**src/rtl/seg7_scan.sv**
```systemverilog
// seg7_scan: 4-digit multiplexed common-anode 7-segment driver.
// Ports: clk, rst_n, bcd_0..3, dp_sel, blank_lz, disp_en -> an, seg, dp, frame_tick.
module seg7_scan #(
    parameter int REFRESH_DIV = 50000,
    parameter int DEAD_CYC    = 16
) (
    input  logic       clk,
    input  logic       rst_n,
    input  logic [3:0] bcd_0,
    input  logic [3:0] bcd_1,
    input  logic [3:0] bcd_2,
    input  logic [3:0] bcd_3,
    input  logic [3:0] dp_sel,
    input  logic       blank_lz,
    input  logic       disp_en,
    output logic [3:0] an,
    output logic [6:0] seg,
    output logic       dp,
    output logic       frame_tick
);

    localparam int CW = (REFRESH_DIV > 1) ? $clog2(REFRESH_DIV) : 1;
    localparam logic [CW-1:0] CNT_MAX  = CW'(REFRESH_DIV - 1);
    localparam logic [CW-1:0] CNT_DEAD = CW'(DEAD_CYC);

    logic [CW-1:0] cnt_q, cnt_d;
    logic [1:0]    idx_q, idx_d;
    logic          loaded_q;
    logic [3:0]    dig_q [4];
    logic [3:0]    dpsel_q;
    logic          lz_q;
    logic [3:0]    an_q, an_d;
    logic [6:0]    seg_q, seg_d;
    logic          dp_q, dp_d;
    logic          ft_q, ft_d;

    logic          cnt_wrap;
    logic          frame_end;
    logic          load;
    logic          active;
    logic          blank;
    logic [3:0]    cur;
    logic [3:0]    zero;
    logic [3:0]    lz_vec;

    function automatic logic [6:0] dec7(input logic [3:0] v);
        logic [6:0] s;
        s = 7'h3F;
        unique case (v)
            4'd0: s = 7'h40;
            4'd1: s = 7'h79;
            4'd2: s = 7'h24;
            4'd3: s = 7'h30;
            4'd4: s = 7'h19;
            4'd5: s = 7'h12;
            4'd6: s = 7'h02;
            4'd7: s = 7'h78;
            4'd8: s = 7'h00;
            4'd9: s = 7'h10;
            default: s = 7'h3F;
        endcase
        return s;
    endfunction

    always_comb begin
        cnt_wrap  = (cnt_q == CNT_MAX);
        frame_end = cnt_wrap && (idx_q == 2'd3);
        load      = !loaded_q || frame_end;
        cnt_d     = cnt_wrap ? '0 : cnt_q + CW'(1);
        idx_d     = cnt_wrap ? idx_q + 2'd1 : idx_q;

        for (int i = 0; i < 4; i++) begin
            zero[i] = (dig_q[i] == 4'd0);
        end
        // Digit i blanks only when it and every more-significant digit are 0.
        lz_vec[3] = zero[3];
        lz_vec[2] = zero[3] & zero[2];
        lz_vec[1] = zero[3] & zero[2] & zero[1];
        lz_vec[0] = 1'b0;

        cur    = dig_q[idx_q];
        blank  = lz_q && lz_vec[idx_q];
        active = disp_en && (cnt_q >= CNT_DEAD);

        an_d  = 4'hF;
        seg_d = 7'h7F;
        dp_d  = 1'b1;
        if (active) begin
            an_d  = ~(4'b0001 << idx_q);
            seg_d = blank ? 7'h7F : dec7(cur);
            dp_d  = ~dpsel_q[idx_q];
        end
        ft_d = frame_end;
    end

    always_ff @(posedge clk or negedge rst_n) begin
        if (!rst_n) begin
            cnt_q    <= '0;
            idx_q    <= '0;
            loaded_q <= 1'b0;
            for (int i = 0; i < 4; i++) begin
                dig_q[i] <= '0;
            end
            dpsel_q  <= '0;
            lz_q     <= 1'b0;
            an_q     <= 4'hF;
            seg_q    <= 7'h7F;
            dp_q     <= 1'b1;
            ft_q     <= 1'b0;
        end else begin
            cnt_q    <= cnt_d;
            idx_q    <= idx_d;
            loaded_q <= 1'b1;
            if (load) begin
                dig_q[0] <= bcd_0;
                dig_q[1] <= bcd_1;
                dig_q[2] <= bcd_2;
                dig_q[3] <= bcd_3;
                dpsel_q  <= dp_sel;
                lz_q     <= blank_lz;
            end
            an_q  <= an_d;
            seg_q <= seg_d;
            dp_q  <= dp_d;
            ft_q  <= ft_d;
        end
    end

    assign an         = an_q;
    assign seg        = seg_q;
    assign dp         = dp_q;
    assign frame_tick = ft_q;

endmodule

```
**config.mk**
```make
export PLATFORM = sky130hd
export DESIGN_NAME = seg7_scan
export DESIGN_NICKNAME = d
export VERILOG_FILES = /design/src/rtl/seg7_scan.sv
export SDC_FILE = /design/constraint.sdc
export NUM_CORES = 1
export LEC_CHECK = 0
export CAP_MARGIN = 25
export CORE_MARGIN = 4
export CORE_UTILIZATION = 48
export CTS_CLUSTER_DIAMETER = 100
export DETAILED_ROUTE_END_ITERATION = 8
export PLACE_DENSITY = 0.75
export SYNTH_ARGS = -nofsm -noshare
export SYNTH_HDL_FRONTEND = slang
export SYNTH_SLANG_ARGS = --single-unit
```
**constraint.sdc**
```tcl
create_clock -name clk -period 1.98 [get_ports clk]
set_clock_uncertainty 0.15 [all_clocks]
set_input_delay 0.198 -clock clk [delete_from_list [all_inputs] [get_ports clk]]
set_output_delay 0.198 -clock clk [all_outputs]
set_load 0.1 [all_outputs]
```
==> results of run 1 <==
[sequential cells by signal, indices dropped and copies added, names as in the netlist]
name and flops:
dp 1, seg 7, an 4, lz_q 1, loaded_q 1, frame_tick 1
idx_q 2, dpsel_q 4, dig_q 16, cnt_q 16
[kinds of logic (layout without fill, tap and decap cells)]
family / count (synthesis) / count (layout) / share of synthesized area [%]
AO/OA/AOI/OAI: 13 / 13 / 3.829
XOR/XNOR: 13 / 13 / 4.525
AND/OR/NAND/NOR: 63 / 63 / 14.07
other: 1 / 1 / 0.1490
flip-flops: 53 / 53 / 53.31
multiplexers: 28 / 28 / 15.02
adder cells (fa/ha/maj): 11 / 11 / 5.470
buffers and inverters: 15 / 69 / 3.630
[power by group through the flow]
stage | Combinational, mW | Clock (mW) | Sequential (mW)
detailed placement | 0.436 | 0 | 1.22
global route | 0.488 | 0.754 | 1.21
floorplan | 0.131 | 0 | 1.34
CTS | 0.442 | 0.695 | 1.21
finish | 0.459 | 0.680 | 1.21
global placement | 0.427 | 0 | 1.22
[synthesized netlist by cell type, drive strengths merged, types with 2 or more instances]
library cell / count
a21o: 2
and2: 2
and3: 7
and4: 2
buf: 6
dfrtp: 41
dfstp: 12
ha: 11
inv: 8
mux2: 22
mux4: 5
nand2: 13
nand3: 9
nand4: 10
nor2: 9
nor4: 4
o21ai: 4
xnor2: 7
xor2: 6
[per-layer routing]
layer | global-route usage, % | vias to the layer above
met5 | 0 | -
met4 | 6.757 | 0
met3 | 3.587 | 9
met2 | 25.58 | 35
met1 | 20.83 | 858
li1 | - | 803
[layout make-up]
cell class	instances	area [um2]
clock inverter	1	8.758
clock buffer	7	97.59
timing repair buffer	53	645.6
fill	388	1765
sequential	53	1343
inverter	8	30.03
multi-input combinational	129	1130
tap	70	87.58
[worst max path at each step]
stage / start / end / depth (start not counted) / slack [ns]
after global routing: idx_q[0] / seg[2] / 5 / -0.03
final: cnt_q[4] / dig_q[14] / 5 / 0.03
after detailed placement: idx_q[0] / seg[2] / 6 / -0.004
after global placement: idx_q[0] / seg[2] / 6 / 0.06
after CTS: idx_q[0] / seg[1] / 5 / 0.01
after floorplan: idx_q[0] / seg[2] / 7 / 0.007
[layout by cell type, fill, tap and decap left out, drive strengths merged, types with 7 or more instances in the layout]
| cell | count |
|---|---|
| nor2 | 9 |
| and3 | 7 |
| dfstp | 12 |
| ha | 11 |
| buf | 29 |
| dfrtp | 41 |
| clkdlybuf4s50 | 22 |
| clkbuf | 8 |
| mux2 | 22 |
| nand2 | 13 |
| inv | 8 |
| xnor2 | 7 |
| nand3 | 9 |
| nand4 | 10 |
[worst max-delay path: stages (launching register included)]
cell       delay (ns)
dfrtp_1          0.42
nor4_4           0.34
nand3_2          0.14
o21ai_4          0.23
clkbuf_16        0.21
mux2_2           0.33
[what timing repair did]
| action | CTS | global route |
|---|---|---|
| endpoints found under the setup margin | 1 | 26 |
| hold endpoints to repair | 10 | 0 |
| pin swaps | 0 | 1 |
| cloned | 0 | 1 |
| setup buffers | 1 | 2 |
| gates resized for setup | 0 | 14 |
| hold buffers | 1 | 0 |
[through the flow]
| stage | instance area (um2) | worst slack, ns | std cells |
|---|---|---|---|
| floorplan | 2512 | 0.006834 | 197 |
| global placement | 3127 | 0.06065 | 308 |
| detailed placement | 3127 | -0.004188 | 308 |
| CTS | 3251 | 0.01215 | 318 |
| global route | 3342 | -0.02955 | 321 |
| finish | 3342 | 0.02932 | 321 |
==> impl_metrics.yaml, run 1 <==
status:
  status: "complete, no violations"
setup_path:
  cp_max_fo: 10
  crit_type: "reg2reg"
  crit_arrival_ns: 2.00
  reg2reg_depth: 5
  cp-start-kind: "flip-flop"
  r2r_end: "dig_q[14]"
  end_kind: "flip-flop"
  reg2reg_from: "cnt_q[4]"
  ff2ff_setup_slack_ns: 0.03
  required_ns: 2.03
placed_design:
  io_buffers: 36
  gp_congestion: 0.8147
  dp_hpwl_mm: 3.398
power_and_ir_drop:
  peakVddDrop_mv: 0.5378
  p_total_mw: 2.345
  p_switching_mw: 0.6448
  powerDensity_mw_per_mm2: 701.7
  internal-power_mw: 1.700
  seqPwrFrac_pct: 51.4
  netSwitchingFraction_pct: 27.50
  comb_power_share_pct: 19.6
  p_leak_nw: 1.456
  p_clk_share_pct: 29.0
die:
  die_h_um: 80.40
  start_util_pct: 49.27
  ioPinCount: 37
  die-width_um: 80.40
  num_rows: 26
  dieArea_mm2: 0.006464
  core_area_mm2: 0.005107
synth:
  synthDistinctLibCells: 43
  synth_top_area_share_pct: 40.78
  synth_area_leaders: "dfrtp_1 41%, dfstp_2 13%, mux2_2 9.8%"
  yosysTopAreaCell: "dfrtp_1"
  postSynthCellCount: 197
  ys_warn_count: 0
  syn-mean-instance-area_um2: 12.77
  synth_edf_count: 0
  ys_seq_elements: 53
  async_reset_ff_share_pct: 100.0
  yosysSeqAreaShare_pct: 53.31
  synthFlopType: "dfrtp_1"
  syn_nets: 232
  netlist_area_mm2: 0.002516
global_routing:
  grt.total_usage_pct: 15.97
  grt-ovfl-total: 0
  grt_pass1_wl_mm: 7.859
  antenna_found_initial: 0
  grt_max_degree: 32
  grt_pass1_vias: 1674
final_layout:
  area_growth_syn_to_layout_pct: 32.82
  drive_gt1_share_pct: 35.46
  layout.nets: 285
  antennaDiodeCount: 0
  fin_util_pct: 65.43
detailed_routing:
  vias_per_cell: 5.312
  met2_length_mm: 2.403
  wirelength_mm: 4.835
  drc_errors: 0
  drt-pass1-iter-count: 4
  ant_nets: 0
  highest_layer: "met4"
  wire_per_inst_um: 15.06
  wl_met1_mm: 2.164
  via_count: 1705
  route.met3.wl_um: 171
  first_iter_violations: 41
clock_network:
  clock_latency_ns: 0.31
  cts.sinks: 53
  cts_buffers: 5
  cts.clk_slew.worst_paths_ns: 0.09
  clockBufferDepth: 2
  htree_levels: 2
  cts_root_buffer: "clkbuf_8"
  cts_tree: "built"
sta:
  finalMaxSlewViolations: 0
  tightestPinTransition_ns: 0.5043
  post-route-period-util_pct: 98.52
  rsz0062_at_grt: "true"
  timing.slew.headroom_pct: 66.38
  finalSetupTns_ns: 0
  setup_viol: 0
  whs_ns: 0.2316
  fmax_mhz: 512.6
  period_needed_ns: 1.951
  hold_viol: 0
min_path:
  hold_class: "in2async"
job:
  drv_cap: 0
(Power assumes the default switching activity.)
==> run 2, diff against run 1 <==
CORE_MARGIN = 10   (was 4)
==> impl_metrics.yaml, run 2 (synthesized netlist as in run 1, its figures left out) <==
sta:
  post-route-period-util_pct: 100.1
  period_needed_ns: 1.982
  setup_viol: 1
  tightestPinTransition_ns: 0.5841
  setup_ws_ns: -0.001598
  finalMaxSlewViolations: 0
  fmax_mhz: 504.6
  hold_viol: 0
  timing.slew.headroom_pct: 61.06
  finalSetupTns_ns: -0.001598
  rsz0062_at_grt: "true"
setup_path:
  required_ns: 2.07
  end_kind: "flip-flop"
  cp_max_fo: 4
  crit_type: "reg2reg"
  crit_arrival_ns: 2.07
  cp-start-kind: "flip-flop"
clock_network:
  cts_buffers: 5
  cts_tree: "built"
  htree_levels: 2
  clockBufferDepth: 2
  cts.sinks: 53
  cts_root_buffer: "clkbuf_8"
  cts.clk_slew.worst_paths_ns: 0.09
  clock_latency_ns: 0.30
placed_design:
  io_buffers: 36
  dp_hpwl_mm: 3.638
  dpl.cell_count: 308
  gp_congestion: 0.8877
  place_area_mm2: 0.003127
detailed_routing:
  ant_nets: 0
  drc_errors: 0
  drt-pass1-iter-count: 4
  wire_per_inst_um: 16.59
  via_count: 1779
  vias_per_cell: 5.525
  first_iter_violations: 129
  wirelength_mm: 5.343
power_and_ir_drop:
  p_total_mw: 2.229
  powerDensity_mw_per_mm2: 664.5
  peakVddDrop_mv: 0.4873
  p_leak_nw: 1.434
status:
  status: "finished with violations"
  violations: "negative setup slack"
final_layout:
  final_common_cell: "dfrtp_1"
  drive_gt1_share_pct: 36.51
  final_cell_mix: "39 x dfrtp_1, 22 x mux2_2, 22 x clkdlybuf4s50_1"
  final_cell_area_mm2: 0.003354
  layout.nets: 287
  finalNonFillerCells: 322
  antennaDiodeCount: 0
  fill_cells: 381
  area_growth_syn_to_layout_pct: 33.32
global_routing:
  antenna_found_initial: 0
  grt-ovfl-total: 0
  grt.total_usage_pct: 11.36
  grt_pass1_wl_mm: 7.990
  grt_max_degree: 30
  grt_pass1_vias: 1682
die:
  die-width_um: 92.40
  core_area_mm2: 0.005107
  dieArea_mm2: 0.008538
  num_rows: 26
  ioPinCount: 37
  die_h_um: 92.40
  start_util_pct: 49.27
min_path:
  hold_class: "in2async"
job:
  drv_cap: 0
==> run 2: final cells by class <==
cell class,instances,area [um2],share of cell area (%)
clock buffers,5,68.82,2.051
clock inverters,2,11.26,0.3357
inverters,8,30.03,0.8952
multi-input cells,130,1156,34.46
flip-flops and latches,53,1344,40.06
well taps,70,87.58,2.611
repair buffers,54,656.9,19.58
==> run 2: through the flow <==
stage / worst slack [ns] / utilization (%) / hold WS, ns
6_report: -0.001598 / 65.68 / 0.2985
5_1_grt: -0.07496 / 65.68 / 0.3185
4_1_cts: 0.009521 / 62.98 / 0.3075
3_5_place_dp: 0.003199 / 61.22 / 0.07086
3_3_place_gp: 0.05824 / 61.22 / 0.06541
2_1_floorplan: 0.006834 / - / -0.2476
==> run 2: final timing paths <==
| kind | startpoint | endpoint | slack (ns) | cells past startpoint |
|---|---|---|---|---|
| setup / recovery | idx_q[0] | seg[2] | -0.002 | 6 |
| hold / removal | rst_n | dpsel_q[2] | 0.30 | 2 |
| setup reg to reg | idx_q[0] | seg[2] | -0.002 | 6 |
| hold reg to reg | dpsel_q[2] | dpsel_q[2] | 0.36 | 1 |
| max in group asynchronous | rst_n | an[3] | 0.76 | 3 |
| min in group clk | dp_sel[0] | dpsel_q[0] | 0.35 | 2 |
==> run 2: what timing repair did <==
item,in CTS,in global routing
gates resized for setup,1,13
hold buffers,1,0
setup buffers,0,3
endpoints found under the hold margin,22,0
pin swaps,0,1
gates cloned,0,3
setup endpoints to repair,1,28
==> run 2: critical path: stages (launching register included) <==
cell	delay (ns)
dfrtp_2	0.42
mux4_2	0.57
inv_2	0.12
ha_4	0.13
inv_1	0.04
or3_1	0.38
nand4_1	0.10
==> run 2: power by group <==
part / internal, mW / switching, mW
combinational: 0.209 / 0.247
clock: 0.238 / 0.327
sequential: 1.16 / 0.0503
==> run 2: layer usage <==
metal | up-vias | global-route usage (%) | share of wire (%)
met5 | - | 0 | 0
met4 | 0 | 2.828 | 1.4
met1 | 899 | 14.43 | 45
met2 | 55 | 17.94 | 49
met3 | 6 | 4.197 | 5.5
li1 | 819 | - | -
